File: config.mk
export PLATFORM = sky130hd
export DESIGN_NAME = goldschmidt_sequencer
export DESIGN_NICKNAME = d
export VERILOG_FILES = /design/src/rtl/goldschmidt_pkg.sv /design/src/rtl/gs_tag_pipe.sv /design/src/rtl/goldschmidt_sequencer.sv
export SDC_FILE = /design/constraint.sdc
export NUM_CORES = 1
export LEC_CHECK = 0
export ABC_CLOCK_PERIOD_IN_PS = 2700
export CELL_PAD_IN_SITES_DETAIL_PLACEMENT = 0
export CELL_PAD_IN_SITES_GLOBAL_PLACEMENT = 1
export CORE_MARGIN = 2
export CORE_UTILIZATION = 35
export CTS_CLUSTER_DIAMETER = 50
export CTS_CLUSTER_SIZE = 16
export DETAILED_ROUTE_END_ITERATION = 7
export GPL_TIMING_DRIVEN = 0
export PLACE_DENSITY = 0.86
export SYNTH_ARGS = -nofsm -noshare
export SYNTH_HDL_FRONTEND = slang
export SYNTH_SLANG_ARGS = --single-unit
export TNS_END_PERCENT = 20
File: constraint.sdc
create_clock -name clock -period 2.7 [get_ports clock]
set_clock_uncertainty 0.05 [all_clocks]
set_input_delay 0.27 -clock clock [delete_from_list [all_inputs] [get_ports clock]]
set_output_delay 0.27 -clock clock [all_outputs]
set_load 0.01 [all_outputs]
File: src/rtl/goldschmidt_pkg.sv
// goldschmidt_pkg: shared constants and enums for the Goldschmidt divider sequencer
package goldschmidt_pkg;
  localparam int WIDTH = 24;
  localparam int FRAC_BITS = 23;
  localparam logic [WIDTH-1:0] ONE = 24'h800000;
  typedef enum logic [2:0] {IDLE, ISSUE_D, ISSUE_N, WAIT, FINISH} state_t;
  typedef enum logic {TAG_D, TAG_N} tag_t;
endpackage

File: src/rtl/gs_tag_pipe.sv
// gs_tag_pipe: delays {valid, tag} by the multiplier latency so each product is routed to D or N
module gs_tag_pipe import goldschmidt_pkg::*; #(
  parameter int DEPTH = 1
) (
  input  logic clock,
  input  logic reset_n,
  input  logic in_valid,
  input  tag_t in_tag,
  output logic out_valid,
  output tag_t out_tag
);
  if (DEPTH == 0) begin : g_pass
    assign out_valid = in_valid;
    assign out_tag = in_tag;
  end else begin : g_pipe
    logic [DEPTH-1:0] v;
    tag_t t [DEPTH];
    // shift the issued tag along in lockstep with the multiplier pipeline
    always_ff @(posedge clock or negedge reset_n) begin
      if (!reset_n) begin
        v <= '0;
        for (int i = 0; i < DEPTH; i++) t[i] <= TAG_D;
      end else begin
        v[0] <= in_valid;
        t[0] <= in_tag;
        for (int i = 1; i < DEPTH; i++) begin
          v[i] <= v[i-1];
          t[i] <= t[i-1];
        end
      end
    end
    assign out_valid = v[DEPTH-1];
    assign out_tag = t[DEPTH-1];
  end
endmodule

File: src/rtl/goldschmidt_sequencer.sv
// goldschmidt_sequencer: iterates N,D <- N*F, D*F with F = 2-D on one shared multiplier
module goldschmidt_sequencer #(
  parameter int WIDTH = goldschmidt_pkg::WIDTH,
  parameter int ITERATIONS = 5,
  parameter int MUL_LATENCY = 1
) (
  input  logic               clock,
  input  logic               reset_n,
  input  logic               start,
  input  logic [WIDTH-1:0]   dividend,
  input  logic [WIDTH-1:0]   divisor,
  output logic               busy,
  output logic               done,
  output logic [WIDTH-1:0]   quotient,
  output logic               error,
  output logic [WIDTH-1:0]   mul_a,
  output logic [WIDTH-1:0]   mul_b,
  input  logic [2*WIDTH-1:0] mul_p
);
  import goldschmidt_pkg::*;
  localparam int IW = ITERATIONS > 1 ? $clog2(ITERATIONS) : 1;
  localparam int FB = WIDTH - 1;
  state_t state;
  logic [WIDTH-1:0] n, d, f_q, f_now, prod;
  logic [IW-1:0] iter;
  logic push, cap_valid, cap_d, cap_n, last, unused_p;
  tag_t push_tag, cap_tag;
  // F is held in f_q after ISSUE_D because a zero-latency D capture changes d before ISSUE_N
  always_comb begin
    f_now = -d;
    push = state == ISSUE_D || state == ISSUE_N;
    push_tag = state == ISSUE_N ? TAG_N : TAG_D;
    mul_a = state == ISSUE_D ? d : state == ISSUE_N ? n : '0;
    mul_b = state == ISSUE_D ? f_now : state == ISSUE_N ? f_q : '0;
    prod = mul_p[FB+WIDTH-1:FB];
    cap_d = cap_valid && cap_tag == TAG_D;
    cap_n = cap_valid && cap_tag == TAG_N;
    last = iter == IW'(ITERATIONS - 1);
    unused_p = ^{mul_p[2*WIDTH-1], mul_p[FB-1:0]};
  end
  gs_tag_pipe #(.DEPTH(MUL_LATENCY)) u_tag_pipe (
    .clock(clock),
    .reset_n(reset_n),
    .in_valid(push),
    .in_tag(push_tag),
    .out_valid(cap_valid),
    .out_tag(cap_tag)
  );
  // iteration FSM with tagged product capture; a start load takes priority over captures
  always_ff @(posedge clock or negedge reset_n) begin
    if (!reset_n) begin
      state <= IDLE;
      n <= '0;
      d <= '0;
      f_q <= '0;
      iter <= '0;
      quotient <= '0;
      busy <= 1'b0;
      done <= 1'b0;
      error <= 1'b0;
    end else begin
      if (cap_d) d <= prod;
      if (cap_n) n <= prod;
      case (state)
        IDLE: if (start) begin
          n <= dividend;
          d <= divisor;
          iter <= '0;
          busy <= 1'b1;
          if (!divisor[WIDTH-1]) begin
            state <= FINISH;
            done <= 1'b1;
            error <= 1'b1;
            quotient <= '1;
          end else state <= ISSUE_D;
        end
        ISSUE_D: begin
          f_q <= f_now;
          state <= ISSUE_N;
        end
        ISSUE_N, WAIT: if (cap_n) begin
          if (last) begin
            state <= FINISH;
            done <= 1'b1;
            error <= 1'b0;
            quotient <= prod;
          end else begin
            iter <= iter + 1'b1;
            state <= ISSUE_D;
          end
        end else state <= WAIT;
        FINISH: begin
          done <= 1'b0;
          error <= 1'b0;
          busy <= 1'b0;
          state <= IDLE;
        end
        default: state <= IDLE;
      endcase
    end
  end
endmodule

# Yosys cells after proc, flatten, opt, wreduce, memory -nomap -nowiden
# Index checks and enable logic that the tools add are counted.
# word_totals
ff_bits	107
in_bits	99
out_inout_bits	75
elab_cells	71
# op_classes
add_sub_neg	2
eq_ne	10
mux	35
bitwise_logic	1
n_reduce_logical	12
# op_table
operator	count
24-bit 2-to-1 mux	14
24-bit case mux with 2 select lines	1
24-bit negation	1
3-bit 2-to-1 mux	7
2-bit inequality test (second input constant)	5
5-bit AND reduction	2
3-bit case mux with 3 select lines	1
1-bit 2-to-1 mux	8
3-bit by 2-bit == test with 1-bit output (second input constant)	2
3-bit == test (second input constant)	2
1-bit case mux with 3 select lines	2
3-bit case mux with 2 select lines	1
4-bit AND reduction	1
2-bit nonzero test	2
3-bit by 1-bit adder with 3-bit output (second input constant)	1
3-bit by 1-bit == test with 1-bit output (second input constant)	1
3-bit zero test	1
3-bit nonzero test	1
1-bit logical AND	2
1-bit case mux with 2 select lines	1
2-bit AND reduction	1
2-bit OR reduction	1
1-bit logical OR	1
1-bit inverter	1

# Longest topological paths before layout
# Gate-level depths: netlist of run 1.
# logic_depth
ltp_word	5
ltp_mapped	7
mapped_depth_nobuf	6

# Cells and area by module
# Synthesis of run 1 repeated with hierarchy kept, for this count alone.
# hier_totals
hier_cells	611
hier_area_um2	5451.5
# by_module_without_submodules
module	n_inst	cells_per_inst	area_per_inst_um2	seq_area_each_um2
goldschmidt_sequencer	1	609	5401.4	2627.5
gs_tag_pipe	1	2	50.0	50.0

# Worst setup path before layout of run 1
# OpenSTA, ideal clock, no wires.
# synth_timing
path_type	reg2out
from	register d[1]
to	output mul_b[13]
arrival_ps	2127
t_required_ps	2380
path_slack_ps	253
stages_incl_launch_ff	6
n_path_buf	1
path_cell_list	dfrtp_1 > or4_1 > buf_2 > or4_4 > or4_4 > nand3_1
# synth_via
elab_chain_cells	2
# synth_rtl
item	line	rtl
start, declared	goldschmidt_sequencer.sv:24	logic [WIDTH-1:0] n, d, f_q, f_now, prod;
start signal, assigned	goldschmidt_sequencer.sv:62	if (cap_d) d <= prod;
start signal, assigned	goldschmidt_sequencer.sv:67	d <= divisor;
24-bit negation	goldschmidt_sequencer.sv:30	f_now = -d;
24-bit 2-to-1 mux	goldschmidt_sequencer.sv:34	mul_b = state == ISSUE_D ? f_now : state == ISSUE_N ? f_q : '0;
end, declared	goldschmidt_sequencer.sv:17	output logic [WIDTH-1:0] mul_b,
# Every way passes these cells.

# Worst setup path in the final report of run 1
# layout_timing
from	register d[9]
to	output mul_b[13]
# The elaborated chain is that of the path after synthesis.

==> impl.org, run 1 <==
** Floorplanning
- In this run the vertical extent of the chip is 131 microns.
- The initialized floorplan defines 46 standard-cell rows.
- The total area inside the core boundary comes to 15800 sq um.
- Die outline area :: 17100 sq um
- For this configuration, the core starts out at a cell density of 0.356.
- From left edge to right edge, the die measures 131 microns.
- 174 I/O pins were placed.

** Logic synthesis
- Area fraction of the dominant cell type after synthesis :: 0.477
- The number of nets handed over by synthesis was 706.
- Top flip-flop cell by instance count after synthesis :: sky130_fd_sc_hd__dfrtp_1
- Main area contributors after synthesis :: sky130_fd_sc_hd__dfrtp_1 48%, sky130_fd_sc_hd__mux2i_1 13%, sky130_fd_sc_hd__nand2_1 7.1%, sky130_fd_sc_hd__o21ai_0 5.3%, sky130_fd_sc_hd__a22o_1 3.6%
- Asr flop ratio synth :: 1.00
- In this run, synthesis inferred 0 flip-flops with an integrated enable.
- Counting distinct cell types in the post-synthesis netlist gives 49.
- In the synthesized netlist, the cells that appear most often are 107 x sky130_fd_sc_hd__dfrtp_1, 107 x sky130_fd_sc_hd__nand2_1, 71 x sky130_fd_sc_hd__mux2i_1.
- In this run the cell area of the synthesized design comes to 5620 sq um.
- Yosys Warn Count :: 0
- Library cell occupying the most area in the post-synthesis netlist :: sky130_fd_sc_hd__dfrtp_1
- Avg Inst Size Synth :: 9.30 sq um
- After synthesis the netlist holds a flip-flop and latch count of 107.
- Of the synthesized area, sequential elements account for 0.477.
- Mapped Cells :: 604

** Critical path
- Critical path peak fanout :: 4
- STA puts the critical path data required time at 2.38 ns.
- The worst setup path is launched from a flop.
- Endpoint kind of the worst setup timing path :: output port
- The worst setup path is of the flop to output port kind.
- Data arrival time of the worst path :: 2.45 ns

** Pwr
- The worst-case IR drop observed on VDD is 478 uV.
- Leakage power figure :: 3.77 nW
- Proportion of power drawn by flip-flops and latches :: 0.322
- Overall power consumption :: 9.90 mW
- Of the total power, the share spent switching nets is 0.418.
- Part of the power in the clock network :: 0.128
- Power Density :: 1220 nW/um^2
- Internal power comes to 5.76 mW.
- The analysis attributes to net switching a power of 4.14 mW.
- Of the total power, combinational logic draws 0.550.

** Timing
- Number of slew-limit violations in the final report :: 0
- Setup Viol. Count Final :: 2
- Transition time at the pin with the least slew margin :: 0.831 ns
- Setup total negative slack on the finished layout was measured at -0.103 ns.
- Unrepaired setup endpoints after global routing :: true
- Setup slack on the critical path of the routed design comes to -0.0724 ns.
- Subtracting the final worst setup slack from the clock period gives 2.77 ns.
- Final-report hold violation count :: 0
- Headroom to the max-slew limit :: 0.446
- Of the available clock period, the critical path in the final layout requires 1.03.
- Static timing analysis puts the maximum clock frequency at 0.361 GHz.

** Clock tree
- The H-tree was split into 3 levels.
- Insertion delay to the later sink of the worst-skew pair :: 0.36 ns
- Clock sink total :: 107
- TritonCTS built the clock tree.
- Clock-pin transition on the worst setup and hold timing paths :: 0.08 ns
- Clock buffer count from CTS :: 9
- The clock passes through at most 2 buffers.
- Root buffer cell :: sky130_fd_sc_hd__clkbuf_16

** Min path
- Path class of the lowest-slack min-delay path :: primary input to flop

** Cells and area
- After routing the design area is 8150 sq um.
- Counting the fill cells in the layout gives 1450.
- Relative to the synthesized area, the layout overhead comes to 45.0%.
- Final-stage net count :: 886
- At the end of the flow the core is filled with cells to 0.517.
- Layout cells sized above 1 :: 0.148

** Detailed routing
- After detailed routing, the number of remaining DRC violations is 0.
- In this run the remaining antenna-violating nets after routing total 0.
- The first routing iteration left 316 violations.
- Number of vias per cell :: 5.13
- After detailed routing, the total wire length is 18100 microns.
- Across all layers, the routed design uses 5163 vias.
- DR pass1 iterations :: 5
- Dividing the detail-routed wire length by the instance count gives 18.0 microns.

** Global route
- The number of antenna violations at the first check in global routing came to 1.
- In the global route stage, met2 resource usage came out at 0.335.
- Met3 track utilization from global routing :: 0.0594
- The number of global-route vias before repair was 5110.
- GRT Residual Overflow :: 0
- Most used routing layer :: met2
- Global-route met1 utilization :: 0.285
- All-layer global routing usage :: 0.213
- Pin count of the biggest net entering global routing :: 56
- Wire length of the first global-routing pass :: 27500 microns

** Place
- Summed over all nets, the half-perimeter wirelength after detailed placement is 13200 microns.
- Input and output buffers added on the ports amount to 149.
- At the end of routability-driven placement, the weighted congestion stood at 0.864.
- Post-detailed-placement cell area :: 7400 sq um

** Run status
- The final reports fail on setup timing.
- Result of the run :: finished with violations

** Job
- Max-Cap Viols :: 0
final timing paths:
path                       cells past startpoint  slack, ns            to         from
setup / recovery                               5      -0.07     mul_b[13]         d[9]
setup reg to reg                               6       0.28         n[15]     state[0]
max in group asynchronous                      3       1.40          d[5]      reset_n
hold / removal                                 3       0.41          n[9]  dividend[9]
min in group asynchronous                      2       0.47  quotient[21]      reset_n
hold reg to reg                                2       0.43       f_q[18]      f_q[18]
state kept, by name, summed over array words and instances (netlist names):
name / flops
busy: 1
d: 24
done: 1
error: 1
f_q: 24
iter: 3
n: 24
quotient: 24
state: 3
u_tag_pipe.out_tag: 1
u_tag_pipe.out_valid: 1
layer usage:
layer	part of all wire	vias to the layer above
met3	0.067	26
met2	0.47	175
met4	0.020	0
met5	0	-
li1	-	2464
met1	0.44	2498
logic make-up (layout without fill, tap and decap cells):
logic type | Yosys count | in the layout | share of synthesized area
DFF | 107 | 107 | 0.477
AOI/OAI and AO/OA | 121 | 121 | 0.138
muxes | 77 | 77 | 0.139
buffers and inverters | 74 | 259 | 0.0514
xor gates and xnor gates | 10 | 10 | 0.0156
other | 0 | 1 | 0
adders and majority gates | 3 | 3 | 0.00668
and+or+nand+nor | 212 | 212 | 0.173
power groups by stage:
stage / Sequential, mW / Combinational (mW) / Clock [mW]
3_3_place_gp: 3.05 / 5.01 / 0
4_1_cts: 3.15 / 5.27 / 1.28
5_1_grt: 3.28 / 5.96 / 1.36
2_1_floorplan: 2.96 / 2.78 / 0
3_5_place_dp: 3.07 / 5.07 / 0
6_report: 3.19 / 5.44 / 1.27
worst max-delay path: stages (launching register included):
cell	delay [ns]
sky130_fd_sc_hd__dfrtp_2	0.47
sky130_fd_sc_hd__or3_4	0.42
sky130_fd_sc_hd__or4_4	0.56
sky130_fd_sc_hd__or4_4	0.44
sky130_fd_sc_hd__nand3_2	0.10
sky130_fd_sc_hd__buf_6	0.10
final cells by class:
cell class,instances,area (sq um),share of cell area
inverters,31,116,0.0143
clock buffers,9,225,0.0276
diodes,1,2.50,0.000307
repair buffers,174,1700,0.209
clock inverters,7,52.6,0.00645
flip-flops and latches,107,2690,0.330
plain buffers,38,220,0.0270
multi-input cells,423,2870,0.352
well taps,216,270,0.0332
cells in the final DEF, fill, tap and decap left out, types with 6 or more instances in the layout:
cell / count
sky130_fd_sc_hd__clkdlybuf4s50_1: 117
sky130_fd_sc_hd__nand2_1: 107
sky130_fd_sc_hd__dfrtp_1: 96
sky130_fd_sc_hd__mux2i_1: 71
sky130_fd_sc_hd__o21ai_0: 56
sky130_fd_sc_hd__nor2_1: 36
sky130_fd_sc_hd__inv_1: 29
sky130_fd_sc_hd__buf_4: 24
sky130_fd_sc_hd__a22o_1: 23
sky130_fd_sc_hd__clkbuf_1: 20
sky130_fd_sc_hd__nand3_1: 20
sky130_fd_sc_hd__dlymetal6s2s_1: 13
sky130_fd_sc_hd__dfrtp_2: 11
sky130_fd_sc_hd__clkbuf_16: 9
sky130_fd_sc_hd__dlygate4sd2_1: 9
sky130_fd_sc_hd__o31ai_1: 8
sky130_fd_sc_hd__o21ai_1: 6
sky130_fd_sc_hd__nand4_1: 6
sky130_fd_sc_hd__xnor2_1: 6
sky130_fd_sc_hd__mux2_2: 6
per-stage QoR:
stage,setup WS [ns],hold WS [ns],std cells
3_5_place_dp,-0.813,0.330,970
6_report,-0.0724,0.408,1006
4_1_cts,-0.144,0.411,994
3_3_place_gp,-2.90,0.408,969
2_1_floorplan,0.253,-0.0756,604
5_1_grt,-0.119,0.420,1006
what timing repair did:
item | CTS | global route
gates resized for setup | 101 | 41
hold buffers | 1 | 0
buffers inserted | 10 | 13
endpoints found under the setup margin | 69 | 47
endpoints found under the hold margin | 54 | 0
pin swaps | 7 | 3
(Power assumes the default switching activity.)
==> run 2: changes to the inputs <==
--- a/config.mk
+++ b/config.mk
@@ -5,7 +5,7 @@
 export SDC_FILE = /design/constraint.sdc
 export NUM_CORES = 1
 export LEC_CHECK = 0
-export ABC_CLOCK_PERIOD_IN_PS = 2700
+export ABC_CLOCK_PERIOD_IN_PS = 2600
 export CELL_PAD_IN_SITES_DETAIL_PLACEMENT = 0
 export CELL_PAD_IN_SITES_GLOBAL_PLACEMENT = 1
 export CORE_MARGIN = 2
==> constraint.sdc (replaced) <==
create_clock -name clock -period 2.6 [get_ports clock]
set_clock_uncertainty 0.05 [all_clocks]
set_input_delay 0.26 -clock clock [delete_from_list [all_inputs] [get_ports clock]]
set_output_delay 0.26 -clock clock [all_outputs]
set_load 0.01 [all_outputs]
==> run 2 against run 1 <==
The run still ends with setup timing left. Global-route usage barely moved. Clock-buffer cell count did not move. Non-clock buffer count fell by 2. Core utilization fell by 0.087 points.
==> impl.org, run 2 (same netlist as run 1, synthesis figures left out) <==
** Critical path
- For this design, the slowest cell found on the critical path is sky130_fd_sc_hd__or4_4.
- The worst setup path is captured at an output port.
- Required time reported for the critical path endpoint :: 2.29 ns
- Along the worst path, the maximum fanout reaches 4.
- The signal on the critical path passes through or4_4, or4_4, or4_4, nand3_2, buf_6.
- Most Frequent Cell on Critical Path :: sky130_fd_sc_hd__or4_4
- STA classifies the critical path startpoint as a flop.
- Slowest Stage Delay on Critical Path :: 0.57 ns
- The worst setup path is of the flop to output port kind.
- Data arrival time of the worst path :: 2.45 ns

** Cells and area
- Final-stage net count :: 884
- After routing the design area is 8130 sq um.
- Leaving out fill and tap cells, the most frequent cell in the layout is sky130_fd_sc_hd__clkdlybuf4s50_1.
- Once layout is complete, the utilization of the core stands at 0.516.
- Of the cells placed in the final design, the portion with a size suffix greater than 1 is 0.159.
- Layout Area Growth over Synthesis :: 44.8%
- Fillers :: 1457
- In the layout the commonest cells are 112 x sky130_fd_sc_hd__clkdlybuf4s50_1, 106 x sky130_fd_sc_hd__nand2_1, 95 x sky130_fd_sc_hd__dfrtp_1.

** Pwr
- Overall power consumption :: 10.2 mW
- Proportion of power drawn by flip-flops and latches :: 0.326
- Of the total power, the clock network draws 0.129.
- Cell internal pwr :: 5.93 mW
- Maximum ir drop on the vdd rail :: 490 uV
- Net Switching :: 4.30 mW
- The analysis attributes to cell leakage a power of 3.68 nW.
- Of the total power, the share spent switching nets is 0.420.
- In this run the power density over the cells is 1260 nW/um^2.
- Share of power burned in combinational logic :: 0.546

** Clock tree
- Insertion delay to the later sink of the worst-skew pair :: 0.35 ns
- The clock tree synthesis step divided the H-tree into 3 levels.
- Clock tree synthesis found a total of 107 sinks.
- TritonCTS built the clock tree.
- No sink is reached through more buffers than the 2 on the longest clock path.
- In this run the clock root is driven by a sky130_fd_sc_hd__clkbuf_16.
- Clock-pin transition on the worst setup and hold timing paths :: 0.08 ns
- In this run, CTS created clock tree buffers numbering 9.

** Place
- The congestion estimate from routability-driven global placement came to 0.864.
- The HPWL after detailed placement is 13200 microns.
- Port buffering added 149 buffers.
- Summing all placed instances gives a cell area of 7400 sq um.

** Timing
- Transition time at the pin with the least slew margin :: 0.831 ns
- Unrepaired setup endpoints after global routing :: true
- Final-report hold violation count :: 0
- Headroom to the max-slew limit :: 0.446
- Final critical-path required period :: 2.76 ns
- Setup Viol. Count Final :: 5
- The final max-slew violation count was 0.
- Derived from the worst setup path, the maximum achievable clock frequency is 0.362 GHz.
- Of the available clock period, the critical path in the final layout requires 1.06.
- For the final routed database, the setup TNS stands at -0.390 ns.
- Worst hold slack across all endpoints :: 0.400 ns
- Once routing completed, OpenROAD measured the worst setup slack at -0.161 ns.

** Floorplanning
- The core region is 15800 sq um.
- In this run the horizontal extent of the chip is 131 microns.
- Die outline area :: 17100 sq um
- Number of core rows :: 46
- Pin placement for this block handled 174 I/O pins.
- The initial utilization of the core area, before any placement, comes to 0.356.
- Die height :: 131 microns

** Job
- Max-Cap Viols :: 0

** Detailed routing
- In the final routed layout, each cell accounts on average for 18.1 microns.
- Using the TritonRoute via totals, the vias-per-cell ratio works out to 5.13.
- The count of nets left with antenna violations once routing finished came out at 0.
- The detailed router finished its first iteration with 307 violations.
- DRC violations left :: 0
- Total number of vias :: 5147
- Wires add up to 18200 microns.
- Before antenna repair, the detailed router went through 5 iterations.

** Run status
- Failing checks :: setup timing
- The flow ran to the end, but the final reports show violations.

** Global route
- The number of antenna violations at the first check in global routing came to 1.
- All-layer global routing usage :: 0.213
- The number of global-route vias before repair came to 5134.
- Pin count of the biggest net entering global routing :: 56
- Wire length of the first global-routing pass :: 27700 microns
- GRT Residual Overflow :: 0

** Min path
- Path class of the lowest-slack min-delay path :: primary input to flop
==> run 2: metrics by stage <==
step	setup slack [ns]	instances
final	-0.161	1004
after global routing	-0.203	1004
after CTS	-0.240	994
after detailed placement	-0.903	970
after global placement	-2.99	969
after floorplan	0.163	604
==> run 2: final cells by class <==
class / count / area, sq um / share of cell area
buffer: 38 / 245 / 0.0301
inverter: 31 / 116 / 0.0143
clock inverter: 7 / 52.6 / 0.00646
tap: 216 / 270 / 0.0332
timing repair buffer: 172 / 1650 / 0.203
sequential: 107 / 2690 / 0.331
clock buffer: 9 / 225 / 0.0277
antenna: 1 / 2.50 / 0.000308
multi-input combinational: 423 / 2880 / 0.354
==> run 2: path summary, 6_finish.rpt <==
kind                             from            to  slack, ns  cells after the start
min in group asynchronous     reset_n  quotient[21]       0.46                      2
max in group asynchronous     reset_n          d[5]       1.31                      3
max reg2reg                  state[1]         n[15]       0.19                      6
min reg2reg                    f_q[2]        f_q[2]       0.43                      2
min                        divisor[8]          d[8]       0.40                      3
max                              d[1]     mul_b[13]      -0.16                      5
==> run 2: power groups by stage <==
stage / Combinational (mW) / Sequential (mW) / Clock (mW)
finish: 5.58 / 3.33 / 1.32
global route: 6.11 / 3.44 / 1.41
CTS: 5.41 / 3.28 / 1.33
detailed placement: 5.26 / 3.19 / 0
global placement: 5.20 / 3.17 / 0
floorplan: 2.88 / 3.08 / 0
==> run 2: repair_timing <==
| item | CTS | global route |
|---|---|---|
| setup buffers | 10 | 11 |
| endpoints found under the hold margin | 54 | 0 |
| pin swaps | 11 | 3 |
| hold buffers | 1 | 0 |
| endpoints found under the setup margin | 91 | 54 |
| gates resized for setup | 120 | 44 |
==> run 2: worst max-delay path: cells and delay by family, from the launching register on <==
kind	cells	cell delay, ns
flops	1	0.41
simple gates	4	1.59
buf+inv	1	0.10
==> run 2: per-layer routing <==
metal | GRT usage | wire, microns | vias to the layer above
met5 | 0 | 0 | -
met4 | 0.0682 | 389 | 0
met3 | 0.0550 | 1270 | 27
met2 | 0.339 | 8660 | 187
met1 | 0.285 | 7870 | 2473
li1 | - | - | 2460
